**config.mk**
```make
export PLATFORM = sky130hd
export DESIGN_NAME = line_extractor_flat
export DESIGN_NICKNAME = d
export VERILOG_FILES = /design/src/rtl/line_pkg.sv /design/src/rtl/line_extractor_if.sv /design/src/rtl/line_extractor_pix_delay.sv /design/src/rtl/line_extractor.sv /design/src/flat_wrapper.sv
export SDC_FILE = /design/constraint.sdc
export NUM_CORES = 1
export LEC_CHECK = 0
export ABC_AREA = 1
export BUFFER_PORTS_ARGS = -buffer_cell sky130_fd_sc_hd__buf_2
export CAP_MARGIN = 20
export CORE_MARGIN = 3
export CORE_UTILIZATION = 50
export DETAILED_ROUTE_END_ITERATION = 12
export PLACE_DENSITY = 0.75
export SYNTH_ARGS = -nofsm -noshare
export SYNTH_HDL_FRONTEND = slang
export SYNTH_SLANG_ARGS = --single-unit
export TNS_END_PERCENT = 30
```
**constraint.sdc**
```tcl
create_clock -name clk -period 3.95 [get_ports clk]
set_input_delay 0 -clock clk [delete_from_list [all_inputs] [get_ports clk]]
set_output_delay 0 -clock clk [all_outputs]
set_load 0.03 [all_outputs]
```
**src/rtl/line_pkg.sv**
```systemverilog
// Shared types and constants for the line_extractor block: coordinate widths,
// FSM states, result record and the default key colour.
package line_pkg;

    localparam int XW = 11;
    localparam int YW = 10;

    localparam logic [7:0] KEY_R_DEF = 8'd222;
    localparam logic [7:0] KEY_G_DEF = 8'd222;
    localparam logic [7:0] KEY_B_DEF = 8'd0;

    // Row counter saturates instead of wrapping.
    localparam logic [YW-1:0] ROW_MAX = '1;

    typedef enum logic [1:0] {IDLE, ARMED, SCAN, REPORT} lx_state_t;

    typedef struct packed {
        logic [XW-1:0] x_start;
        logic [XW-1:0] x_end;
        logic [YW-1:0] y_start;
        logic [YW-1:0] y_end;
        logic [YW-1:0] row_count;
        logic          found;
    } lx_result_t;

endpackage

```
**src/rtl/line_extractor_if.sv**
```systemverilog
// Raster/colour stream plus start/done result bundle for line_extractor.
// The mono result only exists when LINEEXT_MONO_EN is defined.
interface line_extractor_if;
    import line_pkg::*;

    logic          start;
    logic [XW-1:0] x_cnt;
    logic [YW-1:0] y_cnt;
    logic          x_period;
    logic          y_period;
    logic [7:0]    red;
    logic [7:0]    green;
    logic [7:0]    blue;

    logic          busy;
    logic          done;
    logic          found;
    logic [XW-1:0] x_start;
    logic [XW-1:0] x_end;
    logic [YW-1:0] y_start;
    logic [YW-1:0] y_end;
    logic [YW-1:0] row_count;
`ifdef LINEEXT_MONO_EN
    logic          mono;

    modport master (output start, x_cnt, y_cnt, x_period, y_period, red, green, blue,
                    input  busy, done, found, x_start, x_end, y_start, y_end, row_count, mono);
    modport slave  (input  start, x_cnt, y_cnt, x_period, y_period, red, green, blue,
                    output busy, done, found, x_start, x_end, y_start, y_end, row_count, mono);
`else
    modport master (output start, x_cnt, y_cnt, x_period, y_period, red, green, blue,
                    input  busy, done, found, x_start, x_end, y_start, y_end, row_count);
    modport slave  (input  start, x_cnt, y_cnt, x_period, y_period, red, green, blue,
                    output busy, done, found, x_start, x_end, y_start, y_end, row_count);
`endif

endinterface

```
**src/rtl/line_extractor_pix_delay.sv**
```systemverilog
// pix_delay: fixed-depth shift register aligning raster counts with pixel colour.
// Latency DEPTH cycles (DEPTH=0 is a wire); no backpressure, advances every cycle.
module pix_delay #(
    parameter int WIDTH = 1,
    parameter int DEPTH = 1
) (
    input  logic             clk,
    input  logic             reset,
    input  logic [WIDTH-1:0] din,
    output logic [WIDTH-1:0] dout
);

    generate
        if (DEPTH == 0) begin : g_pass
            assign dout = din;
        end else begin : g_shift
            logic [WIDTH-1:0] sr [DEPTH];

            always_ff @(posedge clk or posedge reset) begin
                if (reset) begin
                    for (int i = 0; i < DEPTH; i++) sr[i] <= '0;
                end else begin
                    sr[0] <= din;
                    for (int i = 1; i < DEPTH; i++) sr[i] <= sr[i-1];
                end
            end

            assign dout = sr[DEPTH-1];
        end
    endgenerate

endmodule

```
**src/rtl/line_extractor.sv**
```systemverilog
// line_extractor: captures one full frame and reports first/last key-colour row edges.
// Latency: done PIX_LAT+1 cycles after raw counts hit frame end; no backpressure (start while busy is dropped).
// Build option LINEEXT_MONO_EN adds the mono (edges non-decreasing) result.
module line_extractor
    import line_pkg::*;
#(
    parameter int         H_TOTAL = 1056,
    parameter int         V_TOTAL = 525,
    parameter int         PIX_LAT = 2,
    parameter logic [7:0] KEY_R   = KEY_R_DEF,
    parameter logic [7:0] KEY_G   = KEY_G_DEF,
    parameter logic [7:0] KEY_B   = KEY_B_DEF
) (
    input  logic             clk,
    input  logic             reset,
    line_extractor_if.slave  bus
);

    localparam int            DW     = XW + YW + 2;
    localparam logic [XW-1:0] X_LAST = XW'(H_TOTAL - 1);
    localparam logic [YW-1:0] Y_LAST = YW'(V_TOTAL - 1);

    logic [DW-1:0] d_in, d_out;
    logic [XW-1:0] dx;
    logic [YW-1:0] dy;
    logic          dx_period, dy_period;

    assign d_in = {bus.x_cnt, bus.y_cnt, bus.x_period, bus.y_period};

    pix_delay #(.WIDTH(DW), .DEPTH(PIX_LAT)) u_pix_delay (
        .clk   (clk),
        .reset (reset),
        .din   (d_in),
        .dout  (d_out)
    );

    assign {dx, dy, dx_period, dy_period} = d_out;

    logic dact, match, frame_first, frame_last;

    assign dact        = dx_period & dy_period;
    assign match       = dact & (bus.red == KEY_R) & (bus.green == KEY_G) & (bus.blue == KEY_B);
    assign frame_first = (dx == '0) && (dy == '0);
    assign frame_last  = (dx == X_LAST) && (dy == Y_LAST);

    lx_state_t  state, state_nxt;
    lx_result_t scr, scr_nxt, res;
    logic       row_hit, row_hit_nxt;
    logic       capture;
`ifdef LINEEXT_MONO_EN
    logic          mono_scr, mono_scr_nxt, mono_res;
    logic [XW-1:0] prev_edge, prev_edge_nxt;
`endif

    always_comb begin
        state_nxt   = state;
        scr_nxt     = scr;
        row_hit_nxt = row_hit;
        capture     = 1'b0;
`ifdef LINEEXT_MONO_EN
        mono_scr_nxt  = mono_scr;
        prev_edge_nxt = prev_edge;
`endif
        case (state)
            IDLE: begin
                if (bus.start) state_nxt = ARMED;
            end
            ARMED: begin
                // The (0,0) pixel itself belongs to the frame, so it is scanned on this cycle too.
                if (frame_first) begin
                    state_nxt   = SCAN;
                    scr_nxt     = '0;
                    row_hit_nxt = 1'b0;
                    capture     = 1'b1;
`ifdef LINEEXT_MONO_EN
                    mono_scr_nxt = 1'b1;
`endif
                end
            end
            SCAN: begin
                capture = 1'b1;
                if (frame_last) state_nxt = REPORT;
            end
            REPORT: begin
                state_nxt = IDLE;
            end
        endcase

        if (capture) begin
            if (dx == '0) row_hit_nxt = 1'b0;
            if (match && !row_hit_nxt) begin
                row_hit_nxt = 1'b1;
`ifdef LINEEXT_MONO_EN
                if ((scr_nxt.row_count != '0) && (dx < prev_edge)) mono_scr_nxt = 1'b0;
                prev_edge_nxt = dx;
`endif
                if (scr_nxt.row_count == '0) begin
                    scr_nxt.x_start = dx;
                    scr_nxt.y_start = dy;
                end
                scr_nxt.x_end = dx;
                scr_nxt.y_end = dy;
                scr_nxt.found = 1'b1;
                if (scr_nxt.row_count != ROW_MAX) scr_nxt.row_count = scr_nxt.row_count + YW'(1);
            end
        end
    end

    // Results are published on entry to REPORT so they are valid alongside done.
    always_ff @(posedge clk or posedge reset) begin
        if (reset) begin
            state   <= IDLE;
            scr     <= '0;
            row_hit <= 1'b0;
            res     <= '0;
`ifdef LINEEXT_MONO_EN
            mono_scr  <= 1'b0;
            prev_edge <= '0;
            mono_res  <= 1'b0;
`endif
        end else begin
            state   <= state_nxt;
            scr     <= scr_nxt;
            row_hit <= row_hit_nxt;
            if (state == SCAN && frame_last) res <= scr_nxt;
`ifdef LINEEXT_MONO_EN
            mono_scr  <= mono_scr_nxt;
            prev_edge <= prev_edge_nxt;
            if (state == SCAN && frame_last) mono_res <= mono_scr_nxt;
`endif
        end
    end

    assign bus.busy      = (state != IDLE);
    assign bus.done      = (state == REPORT);
    assign bus.found     = res.found;
    assign bus.x_start   = res.x_start;
    assign bus.x_end     = res.x_end;
    assign bus.y_start   = res.y_start;
    assign bus.y_end     = res.y_end;
    assign bus.row_count = res.row_count;
`ifdef LINEEXT_MONO_EN
    assign bus.mono      = mono_res;
`endif

endmodule
```
**src/flat_wrapper.sv**
```systemverilog
// flat-port wrapper written by rule: the top's interface ports become plain ports
module line_extractor_flat import line_pkg::*;
#(
    parameter int         H_TOTAL = 1056,
    parameter int         V_TOTAL = 525,
    parameter int         PIX_LAT = 2,
    parameter logic [7:0] KEY_R   = KEY_R_DEF,
    parameter logic [7:0] KEY_G   = KEY_G_DEF,
    parameter logic [7:0] KEY_B   = KEY_B_DEF
)
  (clk, reset, bus_start, bus_x_cnt, bus_y_cnt, bus_x_period, bus_y_period, bus_red, bus_green, bus_blue, bus_busy, bus_done, bus_found, bus_x_start, bus_x_end, bus_y_start, bus_y_end, bus_row_count);
  line_extractor_if bus_i ();
  input  logic clk;
  input  logic reset;
  input wire logic [$bits(bus_i.start)-1:0] bus_start;
  input wire logic [$bits(bus_i.x_cnt)-1:0] bus_x_cnt;
  input wire logic [$bits(bus_i.y_cnt)-1:0] bus_y_cnt;
  input wire logic [$bits(bus_i.x_period)-1:0] bus_x_period;
  input wire logic [$bits(bus_i.y_period)-1:0] bus_y_period;
  input wire logic [$bits(bus_i.red)-1:0] bus_red;
  input wire logic [$bits(bus_i.green)-1:0] bus_green;
  input wire logic [$bits(bus_i.blue)-1:0] bus_blue;
  output wire logic [$bits(bus_i.busy)-1:0] bus_busy;
  output wire logic [$bits(bus_i.done)-1:0] bus_done;
  output wire logic [$bits(bus_i.found)-1:0] bus_found;
  output wire logic [$bits(bus_i.x_start)-1:0] bus_x_start;
  output wire logic [$bits(bus_i.x_end)-1:0] bus_x_end;
  output wire logic [$bits(bus_i.y_start)-1:0] bus_y_start;
  output wire logic [$bits(bus_i.y_end)-1:0] bus_y_end;
  output wire logic [$bits(bus_i.row_count)-1:0] bus_row_count;
  assign bus_i.start = bus_start;
  assign bus_i.x_cnt = bus_x_cnt;
  assign bus_i.y_cnt = bus_y_cnt;
  assign bus_i.x_period = bus_x_period;
  assign bus_i.y_period = bus_y_period;
  assign bus_i.red = bus_red;
  assign bus_i.green = bus_green;
  assign bus_i.blue = bus_blue;
  assign bus_busy = bus_i.busy;
  assign bus_done = bus_i.done;
  assign bus_found = bus_i.found;
  assign bus_x_start = bus_i.x_start;
  assign bus_x_end = bus_i.x_end;
  assign bus_y_start = bus_i.y_start;
  assign bus_y_end = bus_i.y_end;
  assign bus_row_count = bus_i.row_count;
  line_extractor #(.H_TOTAL(H_TOTAL), .V_TOTAL(V_TOTAL), .PIX_LAT(PIX_LAT), .KEY_R(KEY_R), .KEY_G(KEY_G), .KEY_B(KEY_B)) u_core (.clk(clk), .reset(reset), .bus(bus_i));
endmodule
```
==> flow_summary.yaml, run 1 <==
yosys:
  syn-cell-area_um2: 6230
  yosysWarnings: 0
  netlist_instances: 634
  synth-async-reset-ratio: 1.00
  synth_top_area_frac: 0.622
  synth_nets: 689
  syn_area_per_cell_um2: 9.83
  synth-edff-count: 0
  synth_seq_cells: 155
  synth.area.top_cells: "dfrtp_1, nand2_1, nand3_1"
  synth_area_leader_cell: "dfrtp_1"
  synth_cell_types: 30
  synth_seq_area_share: 0.622
  synth_flop_cell: "dfrtp_1"
placement:
  place_congestion: 0.897
  dp_cells: 885
  dp_hpwl_um: 9340
  io_buffers: 104
setup_path:
  cp_top_family: "simple AND/OR/NAND/NOR gates"
  cp.arrival_ps: 3280
  crit_top_cell: "nand2_1"
  worstPathRequired_ps: 4250
  worstPathCellList: "nor2_1, nand2_1, nor2_4, nand3_4, nand2_1, nand4_2, nor2_4, nand2_4, nand3_2, nand2_2, nand2_1, nand2_1"
  criticalPathCategory: "register to register"
  reg2reg_to: "u_core.bus.y_start[4]"
  slowest_stage: "nor2_4"
  slowest_delay_ps: 480
  worst_setup_path_end_kind: "register"
  timing.rr.start: "u_core.u_pix_delay.dout[21]"
  cp_max_fo: 26
  crit_path_start_kind: "register"
  rr_worst_depth: 12
  r2r_setup_slack_ps: 980
  crit_buf_inv: 0
die:
  core_area_um2: 12100
  io_pins: 105
  dieArea_um2: 13800
  die_width_um: 118
  fp.dieH_um: 118
  start_util: 0.515
  rows: 40
outcome:
  status: "finished clean"
pwr:
  power.leakage_nw: 3.71
  p_clk_frac: 0.444
  power_frac_seq: 0.484
  comb_power_share: 0.072
  ir_worst_vdd_uv: 380
  p_switching_mw: 0.777
  p_int_mw: 2.63
  cellPowerDensity_nw_per_um2: 445
  p_total_mw: 3.41
  switching_share: 0.228
cts:
  cts_tree: "built"
  numCtsBuffers: 17
  h-tree-depth: 4
  root_buffer: "clkbuf_16"
  clk_pin_slew_worst_paths_ps: 60
  cts_setup_buffers: 0
  clockBufferDepth: 2
  clock_sinks: 155
  insertion_delay_ps: 420
routing:
  first_pass_iters: 5
  first_iter_violations: 326
  drc: 0
  via_per_inst: 5.09
  routed_wl_um: 14200
  antenna_left: 0
  vias: 4782
  avgRoutedWirePerCell_um: 15.1
global_route:
  grt_max_degree: 156
  gr-usage-all-layers: 0.216
  grt_pass1_vias: 4991
  grt_pass1_wl_um: 23900
  antenna_found_initial: 0
  overflow: 0
sta:
  period_needed_ps: 2970
  hold_violations: 0
  finClkSkew_ps: 6.73
  drv_slew: 0
  rsz0062_at_grt: "no"
  slew_headroom: 0.454
  tns_ps: 0
  holdWs_ps: 28.1
  setup_viol: 0
  fmax_mhz: 336
  final.period_utilization: 0.753
  tightest_slew_ps: 818
final_layout:
  syn_to_final_growth_pct: 22.9
  final_layout_size_suffix_gt1_frac: 0.258
  finalNetCount: 815
  layout.cells.non_filler: 940
  antenna_cells: 0
min_path:
  hold_end: "u_core.row_hit"
  min-delay-start: "bus_blue[2]"
  whs_path_depth: 6
  hp-class: "primary input to register"
flow_run:
  drv_cap: 0
## state kept, by name (all words and copies together) (netlist names)
name / flops
u_core.scr: 53
u_core.bus.y_end: 10
u_core.u_pix_delay.g_shift.sr: 23
u_core.bus.row_count: 10
u_core.state: 2
u_core.bus.y_start: 10
u_core.bus.x_start: 11
u_core.u_pix_delay.dout: 23
u_core.row_hit: 1
u_core.bus.found: 1
u_core.bus.x_end: 11
## worst max-delay path by stage
stage                     slack (ps)                      to                         from  depth (start not counted)
after floorplan                 1990        u_core.bus.found                        reset                          1
after global routing             710  u_core.bus.x_start[10]  u_core.u_pix_delay.dout[21]                         12
after global placement          1100   u_core.bus.x_start[4]  u_core.u_pix_delay.dout[21]                         12
after detailed placement         990   u_core.bus.y_start[4]  u_core.u_pix_delay.dout[21]                         12
after CTS                        960   u_core.bus.y_start[4]  u_core.u_pix_delay.dout[19]                         12
final                            980   u_core.bus.y_start[4]  u_core.u_pix_delay.dout[21]                         12
## layout by cell type (no fill, tap or decap), types with 5 or more instances in the layout
cell type,n
buf_2,104
nand2_2,24
nand3_2,20
o21ai_1,6
o21ai_0,14
nand3_1,61
nand2_1,215
nand4_1,15
dlygate4sd3_1,24
dfrtp_1,155
clkbuf_16,17
nor2_1,24
inv_1,37
ha_1,5
## worst min-delay path, stage by stage
cell and delay (ps):
buf_2 90, nor4_1 40, nand3b_1 70, nor2_1 50, nand2_2 90, nand2_1 60
## metal layers
layer / wire length (µm) / track usage / up-vias / part of all wire
li1: - / - / 2275 / -
met1: 6170 / 0.280 / 2323 / 0.43
met2: 6920 / 0.345 / 152 / 0.49
met3: 793 / 0.0577 / 32 / 0.056
met4: 321 / 0.0930 / 0 / 0.023
met5: 0 / 0 / - / 0
## Yosys cell counts, types with 2 or more instances
cell / instances
nand2_1: 215
dfrtp_1: 155
nand3_1: 61
inv_1: 38
nor2_1: 25
nand2_2: 24
nand3_2: 20
nand4_1: 15
o21ai_0: 14
buf_2: 11
buf_6: 7
clkbuf_1: 6
o21ai_1: 6
ha_1: 5
nor3_1: 4
nor4_1: 4
inv_2: 3
nand4_2: 3
nor2_2: 3
nor2_4: 3
and2_1: 2
buf_1: 2
## metrics by stage
step	cell area (µm²)	utilization	setup WS (ps)
6_report	7660	0.632	975
5_1_grt	7660	0.632	712
4_1_cts	7660	0.632	957
3_5_place_dp	6860	0.567	994
3_3_place_gp	6860	0.567	1100
2_1_floorplan	6240	-	1990
## power by group through the flow
stage	Clock (mW)	Sequential [mW]	Combinational, mW
finish	1.52	1.65	0.245
detailed placement	0	1.68	0.230
CTS	1.54	1.65	0.249
global route	1.62	1.65	0.281
floorplan	0	1.67	0.151
global placement	0	1.68	0.216
## cell families after synthesis
group           after synthesis  synth area share
flops                       155             0.622
simple gates                384             0.296
fa+ha+maj                     5            0.0100
buf+inv                      67            0.0510
compound gates               23            0.0207
## timing repair
item | 4_1_cts | 5_1_grt
hold buffers | 24 | 0
resized for setup | 0 | 0
setup endpoints to repair | 0 | 0
endpoints found under the hold margin | 178 | 0
## area by class of cell
| cell class | instances | area (µm²) |
|---|---|---|
| clock inverter | 7 | 65.1 |
| fill | 1024 | 4450 |
| clock buffer | 24 | 492 |
| multi-input combinational | 412 | 2050 |
| inverter | 41 | 158 |
| tap | 168 | 210 |
| timing repair buffer | 133 | 811 |
| sequential | 155 | 3880 |
Power figures use the tool's default switching activity.
==> inputs of run 2 (changes only) <==
clock period = 2.5 ns   (was 3.95 ns; I/O delays follow)
==> run 2 against run 1 <==
Net effect: clock power grew 66%; global-route usage decreased by 0.20 points; critical path depth is 2 lower; critical path type unchanged; flip-flop and latch count stayed put; hold slack got worse by 8.5 ps; count of clock-buffer cells in the layout decreased by 5; die area unchanged; highest routed layer unchanged; power increased by 62%.
==> flow_summary.yaml, run 2 (same netlist as run 1, synthesis figures left out) <==
routing:
  vias: 4756
  routed_wl_um: 14100
  first_pass_iters: 4
  avgRoutedWirePerCell_um: 14.8
  first_iter_violations: 299
  via_per_inst: 5.02
  antenna_left: 0
  drc: 0
min_path:
  hp-class: "primary input to register"
  hold_end: "u_core.row_hit"
  whs_path_depth: 6
  min-delay-start: "bus_blue[2]"
final_layout:
  largest_register: "u_core.scr"
  final_util: 0.640
  finalNetCount: 822
  final_layout_size_suffix_gt1_frac: 0.271
  nFillCells: 980
  layout_common_cells: "nand2_1, dfrtp_1, buf_2"
  layout_commonest_cell: "nand2_1"
  antenna_cells: 0
  largest_reg_flops: 53
  syn_to_final_growth_pct: 24.4
setup_path:
  cp_top_family: "simple AND/OR/NAND/NOR gates"
  worstPathRequired_ps: 2860
  worst_setup_path_end_kind: "register"
  slowest_delay_ps: 410
  worstPathCellList: "nor2_1, nand2_1, nor2_4, nand3_4, a21oi_4, nand2_1, buf_4, o21ai_0, nand2_1, nand2_1"
  cp.arrival_ps: 2700
  timing.rr.start: "u_core.u_pix_delay.dout[19]"
  crit_top_cell: "nand2_1"
  rr_worst_depth: 10
  criticalPathCategory: "register to register"
  r2r_setup_slack_ps: 160
  reg2reg_to: "u_core.bus.y_end[2]"
  crit_buf_inv: 1
  crit_path_start_kind: "register"
  slowest_stage: "dfrtp_1"
  cp_max_fo: 34
pwr:
  cellPowerDensity_nw_per_um2: 713
  ir_worst_vdd_uv: 480
  power.leakage_nw: 3.76
global_route:
  antenna_found_initial: 0
  grt_pass1_wl_um: 23600
  overflow: 0
  gr-usage-all-layers: 0.214
  grt_pass1_vias: 4866
  grt_max_degree: 156
sta:
  fin_ws_ps: 158
  drv_slew: 0
  period_needed_ps: 2340
  setup_viol: 0
  slew_headroom: 0.454
  finClkSkew_ps: 12.7
  tightest_slew_ps: 818
  hold_violations: 0
  final.period_utilization: 0.937
  holdWs_ps: 19.5
  rsz0062_at_grt: "yes"
  fmax_mhz: 427
die:
  start_util: 0.515
  dieArea_um2: 13800
  die_width_um: 118
  fp.dieH_um: 118
  rows: 40
  core_area_um2: 12100
  io_pins: 105
cts:
  numCtsBuffers: 17
  clockBufferDepth: 2
  root_buffer: "clkbuf_16"
  insertion_delay_ps: 420
  cts_tree: "built"
  h-tree-depth: 4
  clock_sinks: 155
  clk_pin_slew_worst_paths_ps: 60
  cts_setup_buffers: 0
placement:
  place_congestion: 0.905
  place_ws_ps: 133
  dp_hpwl_um: 9350
  io_buffers: 104
flow_run:
  drv_cap: 0
outcome:
  status: "finished clean"
==> run 2: timing repair <==
item                                    4_1_cts  5_1_grt
gates resized for setup                       0        2
endpoints found under the hold margin       178        0
endpoints found under the setup margin        0        5
hold buffers                                 24        0
==> run 2: worst min-delay path: stages <==
cell and delay (ps):
buf_2 90, nor4_1 40, nand3b_1 60, nor2_1 60, nand2_2 100, nand2_1 60
==> run 2: how the worst max path moves through the flow <==
stage	from	end	slack, ps	cells after the start
after floorplan	reset	u_core.bus.found	540	1
after global placement	u_core.u_pix_delay.dout[19]	u_core.bus.y_end[9]	210	10
after detailed placement	u_core.u_pix_delay.dout[21]	u_core.bus.row_count[2]	130	11
after CTS	u_core.u_pix_delay.dout[21]	u_core.bus.row_count[2]	130	11
after global routing	u_core.u_pix_delay.dout[21]	u_core.bus.y_end[6]	-40	10
final	u_core.u_pix_delay.dout[19]	u_core.bus.y_end[2]	160	10
==> run 2: power breakdown <==
group / switching (mW) / internal (mW) / leakage (nW)
Sequential: 0.0436 / 2.57 / 1.78
Clock: 0.999 / 1.53 / 0.293
Combinational: 0.261 / 0.135 / 1.69
Total: 1.30 / 4.23 / 3.76
==> run 2: area by class of cell <==
| cell class | count | area, µm² | area share |
|---|---|---|---|
| Clock inverter | 13 | 144 | 0.0186 |
| Tap cell | 168 | 210 | 0.0271 |
| Multi-Input combinational cell | 412 | 2050 | 0.264 |
| Clock buffer | 19 | 453 | 0.0584 |
| Timing Repair Buffer | 140 | 863 | 0.111 |
| Sequential cell | 155 | 3880 | 0.500 |
| Inverter | 41 | 161 | 0.0208 |
==> run 2: per-stage QoR <==
step	instance area (µm²)	setup TNS (ps)	std cells	power, mW
floorplan	6240	0	634	2.88
global placement	6920	0	892	3.00
detailed placement	6920	0	892	3.03
CTS	7750	0	948	5.59
global route	7760	-188	948	5.75
finish	7760	0	948	5.53
==> run 2: per-layer routing <==
metal	global-route usage	vias up	part of all wire
met5	0	-	0
met4	0.0974	0	0.020
met2	0.328	130	0.49
met3	0.0581	26	0.057
met1	0.286	2299	0.43
li1	-	2301	-
